--- src/rtl/rpsc_pkg.sv ---
// Shared types for the cascaded supply interlock.
// Stage FSM encoding and its width.
package rpsc_pkg;

  localparam int unsigned ST_W = 3;

  typedef enum logic [ST_W-1:0] {
    IDLE = 3'd0,
    PERM = 3'd1,
    RAMP = 3'd2,
    OK   = 3'd3,
    TRIP = 3'd4
  } stage_state_t;

endpackage

--- src/rtl/rpsc_stage.sv ---
// One supply stage: permit FSM, OK-delay counter,
// and trip-cause capture.
module rpsc_stage
  import rpsc_pkg::*;
#(
  parameter int NF    = 8,
  parameter int TW    = 22,
  parameter bit LATCH = 1'b1
) (
  input  logic         clk,
  input  logic         rst_n,
  input  logic [NF-1:0] i_fault,
  input  logic [NF-1:0] i_mask,
  input  logic [TW-1:0] i_ok_delay,
  input  logic         i_ps_act,
  input  logic         i_up_ok,
  input  logic         i_ack,
  output stage_state_t o_state,
  output logic [NF-1:0] o_cause
);

  stage_state_t  r_state;
  stage_state_t  w_next;
  logic [TW-1:0] r_cnt;
  logic [NF-1:0] w_masked;
  logic          w_fault_any;
  logic [TW-1:0] w_limit;
  logic          w_done;
  logic          w_trip_exit;

  assign w_masked    = i_fault & ~i_mask;
  assign w_fault_any = |w_masked;
  // A zero delay is treated as a one-cycle delay
  assign w_limit = (i_ok_delay == '0) ? '0
                 : i_ok_delay - 1'b1;
  assign w_done  = (r_cnt >= w_limit);

  assign w_trip_exit = LATCH ? (i_ack && !w_fault_any)
                             : !w_fault_any;

  always_comb begin
    w_next = r_state;
    if (r_state == TRIP) begin
      if (w_trip_exit) w_next = IDLE;
    end else if (w_fault_any) begin
      w_next = TRIP;
    end else if (!i_up_ok) begin
      w_next = IDLE;
    end else begin
      case (r_state)
        IDLE: w_next = PERM;
        PERM: if (i_ps_act) w_next = RAMP;
        RAMP: begin
          if (!i_ps_act)   w_next = PERM;
          else if (w_done) w_next = OK;
        end
        OK:   if (!i_ps_act) w_next = PERM;
        default: w_next = IDLE;
      endcase
    end
  end

  always_ff @(posedge clk or negedge rst_n) begin
    if (!rst_n) begin
      r_state <= IDLE;
    end else begin
      r_state <= w_next;
    end
  end

  // Counts only while staying in RAMP; saturates
  always_ff @(posedge clk or negedge rst_n) begin
    if (!rst_n) begin
      r_cnt <= '0;
    end else if (r_state == RAMP && w_next == RAMP) begin
      if (!(&r_cnt)) r_cnt <= r_cnt + 1'b1;
    end else begin
      r_cnt <= '0;
    end
  end

  always_ff @(posedge clk or negedge rst_n) begin
    if (!rst_n) begin
      o_cause <= '0;
    end else if (w_next == TRIP) begin
      if (r_state != TRIP) o_cause <= w_masked;
    end else begin
      o_cause <= '0;
    end
  end

  assign o_state = r_state;

endmodule

--- src/rtl/rpsc_interlock.sv ---
// Cascaded supply interlock: NUM_STAGES stages chained
// by upstream OK, with a synchronised reset release.
module rpsc_interlock
  import rpsc_pkg::*;
#(
  parameter int NUM_STAGES  = 2,
  parameter int NUM_FAULTS  = 8,
  parameter int TIMER_WIDTH = 22,
  parameter bit LATCH_ALARM = 1'b1
) (
  input  logic clk,
  input  logic reset,
  input  logic [NUM_STAGES*NUM_FAULTS-1:0]  fault,
  input  logic [NUM_STAGES*NUM_FAULTS-1:0]  fault_mask,
  input  logic [NUM_STAGES*TIMER_WIDTH-1:0] ok_delay,
  input  logic [NUM_STAGES-1:0] ps_act,
  input  logic [NUM_STAGES-1:0] u_low,
  input  logic                  ack,
  output logic [NUM_STAGES-1:0] on_perm,
  output logic [NUM_STAGES-1:0] not_alarm,
  output logic [NUM_STAGES-1:0] not_ok,
  output logic [NUM_STAGES-1:0] not_u_low,
  output logic [NUM_STAGES*NUM_FAULTS-1:0] trip_cause,
  output logic [NUM_STAGES*ST_W-1:0]       state
);

  logic [1:0]      r_rst_q;
  logic            w_rst_n;
  logic [NUM_STAGES-1:0] w_up;
  stage_state_t    w_st [NUM_STAGES];

  // Assert asynchronously, release on the second clock edge
  always_ff @(posedge clk or negedge reset) begin
    if (!reset) begin
      r_rst_q <= 2'b00;
    end else begin
      r_rst_q <= {r_rst_q[0], 1'b1};
    end
  end

  assign w_rst_n = r_rst_q[1];

  for (genvar k = 0; k < NUM_STAGES; k++) begin : g_stage
    if (k == 0) begin : g_head
      assign w_up[k] = 1'b1;
    end else begin : g_chain
      assign w_up[k] = (w_st[k-1] == OK);
    end

    rpsc_stage #(
      .NF    (NUM_FAULTS),
      .TW    (TIMER_WIDTH),
      .LATCH (LATCH_ALARM)
    ) u_stage (
      .clk        (clk),
      .rst_n      (w_rst_n),
      .i_fault    (fault[k*NUM_FAULTS +: NUM_FAULTS]),
      .i_mask     (fault_mask[k*NUM_FAULTS +: NUM_FAULTS]),
      .i_ok_delay (ok_delay[k*TIMER_WIDTH +: TIMER_WIDTH]),
      .i_ps_act   (ps_act[k]),
      .i_up_ok    (w_up[k]),
      .i_ack      (ack),
      .o_state    (w_st[k]),
      .o_cause    (trip_cause[k*NUM_FAULTS +: NUM_FAULTS])
    );

    assign on_perm[k]   = (w_st[k] == PERM) || (w_st[k] == RAMP)
                       || (w_st[k] == OK);
    assign not_alarm[k] = (w_st[k] != TRIP);
    assign not_ok[k]    = (w_st[k] != OK);
    assign not_u_low[k] = !((w_st[k] == OK) && u_low[k]);
    assign state[k*ST_W +: ST_W] = w_st[k];
  end

endmodule

--- config.mk ---
export PLATFORM = sky130hd
export DESIGN_NAME = rpsc_interlock
export DESIGN_NICKNAME = d
export VERILOG_FILES = /design/src/rtl/rpsc_pkg.sv /design/src/rtl/rpsc_stage.sv /design/src/rtl/rpsc_interlock.sv
export SDC_FILE = /design/constraint.sdc
export NUM_CORES = 1
export LEC_CHECK = 0
export BUFFER_PORTS_ARGS = -buffer_cell sky130_fd_sc_hd__buf_2
export CAP_MARGIN = 25
export CORE_ASPECT_RATIO = 1.1
export CORE_UTILIZATION = 46
export CTS_BUF_LIST = sky130_fd_sc_hd__clkbuf_8 sky130_fd_sc_hd__clkbuf_16
export DETAILED_ROUTE_END_ITERATION = 10
export GPL_ROUTABILITY_DRIVEN = 0
export GPL_TIMING_DRIVEN = 0
export PLACE_DENSITY_LB_ADDON = 0.15
export SKIP_CTS_REPAIR_TIMING = 1
export SKIP_LAST_GASP = 1
export SLEW_MARGIN = 40
export SYNTH_ARGS = -nofsm -noshare
export SYNTH_HDL_FRONTEND = slang
export SYNTH_SLANG_ARGS = --single-unit
--- constraint.sdc ---
create_clock -name clk -period 3.6 [get_ports clk]
set_input_delay 1.08 -clock clk [delete_from_list [all_inputs] [get_ports clk]]
set_output_delay 1.08 -clock clk [all_outputs]
set_load 0.005 [all_outputs]
# Word-level counts from Yosys, hierarchy flattened
# Cells that the tools add are included.
op_classes:
  n_addsub: 4
  n_mul: 0
  n_div: 0
  magnitude_cmp: 2
  n_eq_ne: 20
  n_shift: 0
  muxes: 27
  n_bitwise: 4
  reduce_logical: 22
ops:
  columns: ["cell", "count"]
  rows:
  - ["$mux W22", 6]
  - ["$mux W3", 15]
  - ["$add A22 B1 Y22 const B", 2]
  - ["$ge A22 B22 Y1", 2]
  - ["$logic_not A22 Y1", 2]
  - ["$reduce_and A22 Y1", 2]
  - ["$sub A22 B1 Y22 const B", 2]
  - ["$mux W8", 4]
  - ["$pmux W3 S4", 2]
  - ["$eq A3 B2 Y1 const B", 6]
  - ["$and A8 B8 Y8", 2]
  - ["$not A8 Y8", 2]
  - ["$reduce_or A8 Y1", 2]
  - ["$eq A3 B3 Y1 const B", 4]
  - ["$ne A2 B2 Y1 const B", 4]
  - ["$eq A3 B1 Y1 const B", 2]
  - ["$logic_and A1 B1 Y1", 6]
  - ["$logic_not A3 Y1", 2]
  - ["$ne A3 B2 Y1 const B", 2]
  - ["$ne A3 B3 Y1 const B", 2]
  - ["$logic_not A1 Y1", 4]
  - ["$logic_or A1 B1 Y1", 4]
word_totals:
  register_bits: 68
  latchBits: 0
  ramBits: 0
  mem_bits_ro: 0
  in_bits: 83
  out_inout_bits: 30
  word_cells: 86
  n_memories: 0

# Longest topological paths before layout
logic_depth:
  word_depth: 12
  depth_mapped: 16

# By module
# A second synthesis with hierarchy kept.
hier_totals:
  hier_cells: 675
  hier_area_um2: 5688.0
modules_own_cells:
  columns: ["module", "n_inst", "cells_per_inst", "area_each_um2"]
  rows:
  - ["rpsc_stage at g_stage[0].u_stage", 1, 333, 2797.7]
  - ["rpsc_stage at g_stage[1].u_stage", 1, 330, 2756.4]
  - ["rpsc_interlock", 1, 12, 133.9]

# Worst setup path before layout
# OpenSTA, ideal clock, no wires.
synth_timing:
  path_kind: "input to register"
  from: "input ok_delay[28]"
  to: "register g_stage[1].u_stage.r_cnt[10]"
  setup_ns: 0.138
  t_arrival_ns: 4.250
  required_ns: 3.462
  path_slack_ns: -0.788
  path_stages: 12
  path_buffers: 1
  path_cell_list: "or4_1 > or3_1 > or2_2 > nor4_2 > mux2i_1 > ha_1 > nand4_1 > nor3_1 > nand2_1 > a2111oi_1 > clkbuf_1 > nor4_1"
synth_via:
  elab_chain_len: 12
  word_cells_on_any_way: 14
synth_rtl:
  columns: ["element", "line_no", "source"]
  rows:
  - ["from (decl)", "rpsc_interlock.sv:15", "input logic [NUM_STAGES*TIMER_WIDTH-1:0] ok_delay,"]
  - ["$sub A22 B1 Y22 / $logic_not A22 Y1 (equally long branches)", "rpsc_stage.sv:35, rpsc_stage.sv:34", null]
  - ["$mux W22 (*)", "rpsc_stage.sv:34", "assign w_limit = (i_ok_delay == '0) ? '0"]
  - ["$ge A22 B22 Y1 (*)", "rpsc_stage.sv:36", "assign w_done = (r_cnt >= w_limit);"]
  - ["$mux W3 (*)", "rpsc_stage.sv:55", "else if (w_done) w_next = OK;"]
  - ["$mux W3 (*)", "rpsc_stage.sv:54", "if (!i_ps_act) w_next = PERM;"]
  - ["$pmux W3 S4 (*)", "rpsc_stage.sv:50", "case (r_state)"]
  - ["$mux W3 (*)", "rpsc_stage.sv:47", "end else if (!i_up_ok) begin"]
  - ["$mux W3 (*)", "rpsc_stage.sv:45", "end else if (w_fault_any) begin"]
  - ["$mux W3 (*)", "rpsc_stage.sv:43", "if (r_state == TRIP) begin"]
  - ["$eq A3 B2 Y1 (*)", "rpsc_stage.sv:75", "end else if (r_state == RAMP && w_next == RAMP) begin"]
  - ["$logic_and A1 B1 Y1 (*)", "rpsc_stage.sv:75", null]
  - ["$ne A2 B2 Y1 (no source line) / $mux W22 (equally long branches)", null, null]
  - ["to (signal assigned)", "rpsc_stage.sv:76", "if (!(&r_cnt)) r_cnt <= r_cnt + 1'b1;"]
  - ["to (decl)", "rpsc_stage.sv:24", "logic [TW-1:0] r_cnt;"]
# Mark *: on every way between the ends. The rest lies on a longest branch, timed or not.
# A chain may end at the register's enable or synchronous reset.

# Final worst setup path
layout_timing:
  from: "input ok_delay[9]"
  to: "register g_stage[0].u_stage.r_cnt[10]"
layout_via:
  elab_chain_len: 11
  word_cells_on_any_way: 13
layout_rtl:
  columns: ["element", "line_no"]
  rows:
  - ["$sub A22 B1 Y22 / $logic_not A22 Y1 (equally long branches)", "rpsc_stage.sv:35, rpsc_stage.sv:34"]
  - ["$mux W22 (*)", "rpsc_stage.sv:34"]
  - ["$ge A22 B22 Y1 (*)", "rpsc_stage.sv:36"]
  - ["$mux W3 (*)", "rpsc_stage.sv:55"]
  - ["$mux W3 (*)", "rpsc_stage.sv:54"]
  - ["$pmux W3 S4 (*)", "rpsc_stage.sv:50"]
  - ["$mux W3 (*)", "rpsc_stage.sv:45"]
  - ["$mux W3 (*)", "rpsc_stage.sv:43"]
  - ["$eq A3 B2 Y1 (*)", "rpsc_stage.sv:75"]
  - ["$logic_and A1 B1 Y1 (*)", "rpsc_stage.sv:75"]
  - ["$ne A2 B2 Y1 (no source line) / $mux W22 (equally long branches)", null]
  - ["to (signal assigned)", "rpsc_stage.sv:76"]
  - ["to (decl)", "rpsc_stage.sv:24"]
# Marked as above.

==> impl_metrics.toml <==
[grt]
grt_max_degree = 40
grt_util_met3_pct = 3.43
grt_overflow_total = 0
antenna_found_initial = 0
grtUsageMet1_pct = 26.3
grtUsageTotal_pct = 22.7
grt_pass1_wl_um = 21900
busiest_layer = "met2"
first_global_vias = 4770
grt_use_met2_pct = 42.8

[sta]
rsz0062_at_grt = "yes"
fin_skew_ps = 3.77
setup_slack_ps = -654
period_share_pct = 118
clock.fmax_mhz = 235
finalCriticalPeriod_ps = 4250
drv_slew = 0
slew_headroom_pct = 44.3
tightest_slew_ps = 828
fin_tns_setup_ps = -25360
setup_viol = 46
final-hold-violation-count = 0

[finish]
n_fill_cell = 955
final_area_um2 = 7070
antenna_cells = 0
fin_util_pct = 64.2
drive_gt1_share_pct = 29.4
syn2layout_area_growth_pct = 35.2
fin_nets = 915

[detailed_routing]
wl_per_cell_um = 15.1
drt_pre_antenna_iters = 4
drt_iter0_markers = 235
drc = 0
num_vias = 5167
wl_um = 14100
ant_nets = 0
via_per_inst = 5.52

[status]
violations = "negative setup slack"
outcome = "finished with violations"

[logic_synthesis]
synth_top_area_share_pct = 32.5
synth_cell_types = 46
ys_warn_count = 0
ys_ff_latch = 68
syn_inst = 637
yosysMostFrequentCell = "nor2_1"
async_reset_ff_share_pct = 100
synth_edf_count = 0
synth_adder_area_share_pct = 11.5
synth-compound-area-share_pct = 9.13
yosys-top-cells-count = "92 x nor2_1, 76 x nand2_1, 68 x dfrtp_1"
synth_fp_nets = 768
synth_top_family_by_area = "simple AND/OR/NAND/NOR gates"
synthTopCellsByArea = "dfrtp_1 33%, ha_1 11%, nor2_1 6.6%, xor2_1 5.7%, nand2_1 5.5%"
synth.avg_cell_area_um2 = 8.21
synth-simple-area-share_pct = 32.5
synth_area_leader_cell = "dfrtp_1"
synthMuxAreaShare_pct = 1.15
yosysSeqAreaShare_pct = 32.5
synth_area_um2 = 5230
synth_top_flop_cell = "dfrtp_1"
synth_xor_area_share_pct = 10.9

[critical_path]
critPathKind = "in -> reg"
startpoint_type = "primary input"
arrival_ps = 4460
r2r_cells = 7
endpoint_kind = "flip-flop"
critical_path.max_fanout = 5
cp.required_ps = 3800

[placed_design]
place_ws_ps = -1240
post_dp_cell_area_um2 = 6130
hpwlAfterDp_um = 10300
port_buffers = 112

[cts]
cts_root_buf = "clkbuf_16"
clock_sinks = 68
cts.clk_slew.worst_paths_ps = 50
cts_buffers = 9
cts.path.max_buffers = 2
clock_latency_ps = 330
cts_tree = "yes"
h-tree-depth = 3

[power]
power_w = 0.00200
seqPwrFrac_pct = 40.9
internal_power_w = 0.00151
peakVddDrop_v = 0.000275
clkPwrFrac_pct = 45.8
p_comb_share_pct = 13.4
p_leak_nw = 3.16
powerDensity_nw_per_um2 = 283
power_switching_w = 0.000492
switching_share_pct = 24.6

[floorplanning]
row_count = 40
fp.dieH_um = 114
dieArea_um2 = 11800
design.core.area_um2 = 11000
start_util_pct = 47.5
pin_count = 113
die_width_um = 104

[run]
cap_violations = 0

[min_path]
min_path_type = "reg -> async"
## cells in the final DEF (no fill, tap or decap), types with 4 or more instances in the layout
cell / netlist / final
a21oi_1: 41 / 38
and2_1: 6 / 6
and3_1: 8 / 8
buf_2: 0 / 108
buf_4: 0 / 19
buf_6: 0 / 10
buf_8: 0 / 5
clkbuf_1: 16 / 8
clkbuf_16: 0 / 10
dfrtp_1: 68 / 67
ha_1: 48 / 46
inv_1: 16 / 17
mux2i_1: 6 / 5
nand2_1: 76 / 73
nand2b_1: 21 / 21
nand3_1: 20 / 18
nand4_1: 16 / 16
nor2_1: 92 / 82
nor2_2: 0 / 4
nor2_4: 0 / 6
nor2b_1: 6 / 4
nor3_1: 22 / 16
nor3_4: 0 / 5
nor4_1: 34 / 14
nor4_2: 2 / 17
nor4_4: 0 / 5
o21a_1: 4 / 4
o21ai_0: 11 / 8
or3_1: 8 / 6
or3_4: 3 / 5
or4_1: 6 / 4
xnor2_1: 31 / 31
xor2_1: 34 / 34
## power groups by stage
stage / clock network (W) / logic (W) / registers [W]
floorplan: 0 / 0.000116 / 0.000838
global placement: 0 / 0.000232 / 0.000839
detailed placement: 0 / 0.000254 / 0.000832
CTS: 0.000929 / 0.000256 / 0.000819
global route: 0.000970 / 0.000302 / 0.000824
finish: 0.000917 / 0.000268 / 0.000819
## layout make-up
class / instances / area (µm²) / area share (%)
clock inverter: 4 / 47.5 / 0.672
sequential: 68 / 1710 / 24.1
multi-input combinational: 537 / 3860 / 54.6
inverter: 16 / 60.1 / 0.849
tap: 147 / 184 / 2.60
timing repair buffer: 136 / 822 / 11.6
buffer: 16 / 124 / 1.75
clock buffer: 12 / 267 / 3.77
## registers in the layout (all words and copies together), names as in the netlist
signal and cells:
g_stage.u_stage.o_state 6, r_rst_q 2, g_stage.u_stage.o_cause 16, g_stage.u_stage.r_cnt 44
## final timing paths
| check | startpoint | endpoint | slack, ps |
|---|---|---|---|
| max in group asynchronous | r_rst_q[1] | g_stage[0].u_stage.r_cnt[2] | 2810 |
| hold / removal | r_rst_q[1] | g_stage[1].u_stage.r_cnt[19] | 260 |
| hold reg to reg | r_rst_q[1] | g_stage[1].u_stage.r_cnt[19] | 260 |
| setup / recovery | ok_delay[9] | g_stage[0].u_stage.r_cnt[10] | -650 |
| min in group clk | r_rst_q[0] | r_rst_q[1] | 350 |
| setup reg to reg | g_stage[0].u_stage.r_cnt[3] | g_stage[0].u_stage.r_cnt[4] | 1070 |
## worst max-delay path, cell delays in order
cell       delay, ps
buf_8            100
or4_4            540
or3_4            390
or3_4            350
or3_4            360
a21oi_2          150
ha_2             200
a21oi_2           50
o211ai_1         320
a2bb2oi_2        270
nor4b_4           80
a31oi_4          290
buf_6            210
nor3_4            50
## cell families after synthesis
family	count (synthesis)
other	1
buffers and inverters	32
adders and majority gates	48
xor gates and xnor gates	65
and+or+nand+nor	336
muxes	6
DFF	68
AOI/OAI and AO/OA	81
## per-stage QoR
step | cells | hold slack (ps)
6_report | 936 | 255
5_1_grt | 936 | 294
4_1_cts | 913 | 272
3_5_place_dp | 897 | 266
3_3_place_gp | 896 | 338
2_1_floorplan | 637 | 331
## per-layer routing
layer | vias up | wire length, µm
met2 | 98 | 7530
li1 | 2567 | -
met5 | - | 0
met4 | 0 | 291
met1 | 2476 | 5930
met3 | 26 | 382
Power figures use the tool's default switching activity.
